## src/rtl/if_stage.sv

```systemverilog
// Instruction-fetch stage: drives a valid/ready instruction-memory port and the IF/ID register.
// It has a one-entry hold buffer for stalls and a DISCARD state that drops the word still in flight after a redirect.
module if_stage #(
  parameter logic [31:0] RESET_VECTOR = 32'h0000_0000
) (
  input  logic        clk,
  input  logic        reset,
  output logic        imem_req,
  output logic [31:0] imem_addr,
  input  logic        imem_rdy,
  input  logic [31:0] imem_rd_data,
  input  logic        stall,
  input  logic        flush,
  input  logic        jump_taken,
  input  logic [31:0] jump_addr,
  output logic [31:0] if_pc,
  output logic [31:0] if_pc_plus4,
  output logic [31:0] if_insn,
  output logic        if_en,
  output logic        busy,
  output logic [1:0]  dbg_state
);

  // Handshake: a fetch completes on a rising edge where imem_req=1 and imem_rdy=1.
  // imem_addr stays stable while imem_req=1 and imem_rdy=0.
  typedef enum logic [1:0] {
    S_FETCH   = 2'd0,
    S_HOLD    = 2'd1,
    S_DISCARD = 2'd2
  } state_t;

  state_t      r_state;
  logic [31:0] r_pc;
  logic [31:0] r_discard_addr;
  logic [31:0] r_buf_pc;
  logic [31:0] r_buf_insn;
  logic [31:0] r_if_pc;
  logic [31:0] r_if_pc_plus4;
  logic [31:0] r_if_insn;
  logic        r_if_en;

  logic [31:0] w_jump_pc;
  logic [31:0] w_pc_plus4;
  logic [31:0] w_buf_pc_plus4;
  logic [31:0] w_reset_pc;

  assign w_jump_pc      = {jump_addr[31:2], 2'b00};
  assign w_pc_plus4     = r_pc + 32'd4;
  assign w_buf_pc_plus4 = r_buf_pc + 32'd4;
  assign w_reset_pc     = {RESET_VECTOR[31:2], 2'b00};

  assign imem_req    = (r_state != S_HOLD);
  assign imem_addr   = (r_state == S_DISCARD) ? r_discard_addr : r_pc;
  assign busy        = imem_req & ~imem_rdy;
  assign if_pc       = r_if_pc;
  assign if_pc_plus4 = r_if_pc_plus4;
  assign if_insn     = r_if_insn;
  assign if_en       = r_if_en;
  assign dbg_state   = r_state;

  always_ff @(posedge clk or posedge reset) begin
    if (reset) begin
      r_state        <= S_FETCH;
      r_pc           <= w_reset_pc;
      r_discard_addr <= 32'h0;
      r_buf_pc       <= 32'h0;
      r_buf_insn     <= 32'h0;
      r_if_pc        <= 32'h0;
      r_if_pc_plus4  <= 32'h0;
      r_if_insn      <= 32'h0;
      r_if_en        <= 1'b0;
    end else if (jump_taken) begin
      // Leaving HOLD empties the buffer; an unanswered request must be drained first.
      r_pc    <= w_jump_pc;
      r_if_en <= 1'b0;
      case (r_state)
        S_FETCH: begin
          r_discard_addr <= r_pc;
          r_state        <= imem_rdy ? S_FETCH : S_DISCARD;
        end
        S_DISCARD: r_state <= imem_rdy ? S_FETCH : S_DISCARD;
        default:   r_state <= S_FETCH;
      endcase
    end else begin
      if (flush) begin
        r_if_en   <= 1'b0;
        r_if_insn <= 32'h0;
      end
      case (r_state)
        S_FETCH: begin
          if (!flush) begin
            if (stall) begin
              if (imem_rdy) begin
                r_buf_pc   <= r_pc;
                r_buf_insn <= imem_rd_data;
                r_pc       <= w_pc_plus4;
                r_state    <= S_HOLD;
              end
            end else if (imem_rdy) begin
              r_if_pc       <= r_pc;
              r_if_pc_plus4 <= w_pc_plus4;
              r_if_insn     <= imem_rd_data;
              r_if_en       <= 1'b1;
              r_pc          <= w_pc_plus4;
            end else begin
              r_if_en <= 1'b0;
            end
          end
        end
        S_HOLD: begin
          if (!flush && !stall) begin
            r_if_pc       <= r_buf_pc;
            r_if_pc_plus4 <= w_buf_pc_plus4;
            r_if_insn     <= r_buf_insn;
            r_if_en       <= 1'b1;
            r_state       <= S_FETCH;
          end
        end
        default: begin
          if (imem_rdy) r_state <= S_FETCH;
          if (!flush && !stall) r_if_en <= 1'b0;
        end
      endcase
    end
  end

endmodule

```

## config.mk

```make
export PLATFORM = sky130hd
export DESIGN_NAME = if_stage
export DESIGN_NICKNAME = d
export VERILOG_FILES = /design/src/rtl/if_stage.sv
export SDC_FILE = /design/constraint.sdc
export NUM_CORES = 1
export LEC_CHECK = 0
export BUFFER_PORTS_ARGS = -buffer_cell sky130_fd_sc_hd__buf_2
export CORE_MARGIN = 2
export CORE_UTILIZATION = 35
export CTS_CLUSTER_SIZE = 24
export DETAILED_ROUTE_END_ITERATION = 12
export PLACE_DENSITY = 0.53
export SYNTH_ARGS = -nofsm -noshare
export SYNTH_HDL_FRONTEND = slang
export SYNTH_SLANG_ARGS = --single-unit
```

## constraint.sdc

```tcl
create_clock -name clk -period 11.19 [get_ports clk]
set_clock_uncertainty 0.1 [all_clocks]
set_input_delay 1.6785 -clock clk [delete_from_list [all_inputs] [get_ports clk]]
set_output_delay 1.6785 -clock clk [all_outputs]
set_load 0.03 [all_outputs]
```

==> results_dict.tcl <==
set metrics [dict create \
    max_cap_violations 0 \
    syn_area_mm2 0.01098 \
    outcome "finished, final reports clean" \
    final_util_pct 41.85 \
    synth_cell_types 50 \
    swShare_pct 33.19 \
    power.leakage_uw 0.005666 \
    clk_pin_slew_ns 0.05 \
    syn2layout_area_growth_pct 17.26 \
    num_rows 64 \
    cts_resized 0 \
    cts_buffers 25 \
    power_uw 2467 \
    die-area_mm2 0.03279 \
    hp-start "if_pc[21]" \
    tightestPinTransition_ns 1.117 \
    start_util_pct 35.69 \
    die_x_um 181.1 \
    mostFrequentLayoutCells "217 x dfrtp_1, 194 x buf_2, 138 x nand2_1" \
    rsz0062_at_grt "false" \
    nNetsFinal 1253 \
    drtPass1Iterations 4 \
    io_buffers 194 \
    clk_latency_ns 0.52 \
    fin_crit_sh_pct 43.24 \
    die_h_um 181.1 \
    synth_warnings 0 \
    cp-end-kind "flip-flop" \
    antenna_found_initial 5 \
    p_seq_share_pct 44.1 \
    gp_congestion 0.7835 \
    setup_violations 0 \
    ir_worst_vdd_v 0.00009617 \
    boundaryPins 203 \
    drive_above_1_share_pct 31.63 \
    slew_viol_final 0 \
    place_ws_ns 5.773 \
    hold_viol 0 \
    cts_tree "yes" \
    post-cts-setup-buffers 0 \
    max_slew_margin_pct 25.25 \
    cts_root_buffer "clkbuf_16" \
    period_minus_slack_ns 4.838 \
    clkPwrFrac_pct 32.0 \
    worstReg2RegStart "dbg_state[1]" \
    vias 8213 \
    stdcell_area_mm2 0.01287 \
    tns_ns 0 \
    crit_start "flush" \
    ys_ff_latch 217 \
    routed_via_density 5.169 \
    cts-hold-fix-buffers 0 \
    wl_um 30050 \
    internal_power_uw 1648 \
    cp_data_required_time_ns 11.49 \
    grt_max_degree 101 \
    grt_pass1_wl_um 47690 \
    h-tree-depth 1 \
    postRouteAntennaNets 0 \
    hpwl_um 20720 \
    drc 0 \
    clock_sinks 217 \
    final_common_cell "dfrtp_1" \
    place_area_mm2 0.01210 \
    p_switching_uw 818.7 \
    power.density_mw_per_mm2 191.7 \
    syn_inst 1040 \
    core_mm2 0.03075 \
    combinationalPowerShare_pct 23.9 \
    avgSynthCellArea_um2 10.55 \
    crit_path_start_kind "input pin" \
    ys_seq_area_share_pct 49.48 \
    grt_pass1_vias 8201 \
    routedWlPerCell_um 18.91 \
    hp-class "reg2reg" \
    critPathMaxFanout 35 \
    clk_path_buf_depth 3 \
    fmax_mhz 206.7 \
    drt_iter0_markers 455 \
    grt.total_usage_pct 18.14 \
    layout_setup_ws_ns 6.352 \
    grt-ovfl-total 0 \
    cp_data_arrival_time_ns 5.14 \
    criticalPathCategory "in2reg" \
]
critical path: stages:
cell and delay (ns):
buf_2 0.15, or3_1 0.54, nor2_1 0.89, and3_2 0.92, buf_4 0.54, mux2_2 0.38
through the flow:
step,hold slack (ns),cells
2_1_floorplan,0.3767,1045
6_report,0.3689,1589
4_1_cts,0.3780,1588
3_3_place_gp,0.3567,1550
5_1_grt,0.3925,1588
3_5_place_dp,0.3653,1550
routing by layer:
| metal | GRT usage, % | wire [um] |
|---|---|---|
| met1 | 25.03 | 13950 |
| met2 | 27.66 | 13010 |
| met3 | 6.128 | 2507 |
| met4 | 3.902 | 548 |
| met5 | 0 | 34 |
worst paths after layout:
| kind | end | slack (ns) | depth (start not counted) |
|---|---|---|---|
| worst max-delay path | r_buf_insn[6] | 6.35 | 6 |
| worst min-delay path | if_pc[21] | 0.37 | 2 |
| worst max register to register | r_buf_insn[6] | 7.12 | 5 |
| worst min register to register | if_pc[21] | 0.37 | 2 |
| max in group asynchronous | r_buf_pc[8] | 7.70 | 4 |
| min in group asynchronous | r_buf_insn[25] | 1.12 | 2 |
logic make-up (layout without fill, tap and decap cells):
group,count (synthesis),in the layout,synth area share [%]
adders and majority gates,2,2,0.2280
muxes,156,156,15.57
buffers and inverters,108,255,4.811
and+or+nand+nor,289,289,13.24
DFF,217,217,49.48
xor gates and xnor gates,77,77,6.145
AOI/OAI and AO/OA,190,190,10.50
other,1,7,0.03417
power groups by stage:
stage | Clock, uW | Sequential, uW | Combinational, uW
4_1_cts | 809 | 1090 | 599
3_3_place_gp | 0 | 1090 | 589
3_5_place_dp | 0 | 1100 | 597
6_report | 788 | 1090 | 590
5_1_grt | 839 | 1110 | 643
2_1_floorplan | 0 | 1180 | 328
synth_stat cells (all sizes together):
cell type / number / share of area (%)
dfrtp: 217 / 49
nand2: 139 / 4.8
mux2: 118 / 12
o21ai: 110 / 5.0
clkbuf: 59 / 2.0
xnor2: 51 / 4.1
buf: 38 / 2.4
mux2i: 38 / 3.5
nor2: 31 / 1.1
a22oi: 29 / 2.0
xor2: 26 / 2.1
nand4: 23 / 1.3
nor3: 22 / 1.1
nand3: 19 / 0.91
a21oi: 15 / 0.68
nor4: 14 / 1.4
and3: 12 / 0.68
o221ai: 12 / 0.96
inv: 11 / 0.38
and4: 10 / 0.80
a22o: 6 / 0.48
or2: 5 / 0.28
or3: 4 / 0.23
a211oi: 3 / 0.21
a221o: 3 / 0.27
and2: 3 / 0.17
o31ai: 3 / 0.21
or4: 3 / 0.21
ha: 2 / 0.23
nor2b: 2 / 0.11
o211ai: 2 / 0.14
a21o: 1 / 0.068
a221oi: 1 / 0.080
a32oi: 1 / 0.080
conb: 1 / 0.034
nor3b: 1 / 0.068
o21a: 1 / 0.068
o21ba: 1 / 0.091
o311a: 1 / 0.091
o31a: 1 / 0.080
or4b: 1 / 0.13
state kept, by name (all words and copies together), names as in the netlist:
name / count
dbg_state: 2
if_en: 1
if_insn: 32
if_pc: 30
if_pc_plus4: 30
r_buf_insn: 32
r_buf_pc: 30
r_discard_addr: 30
r_pc: 30
cell type report:
cell class | count | area, um2
tap | 396 | 495.5
clock inverter | 3 | 65.06
multi-input combinational | 720 | 5064
sequential | 217 | 5430
antenna | 1 | 2.502
fill | 3065 | 17880
timing repair buffer | 206 | 1061
inverter | 11 | 48.80
clock buffer | 35 | 703.2
(Power assumes the default switching activity.)
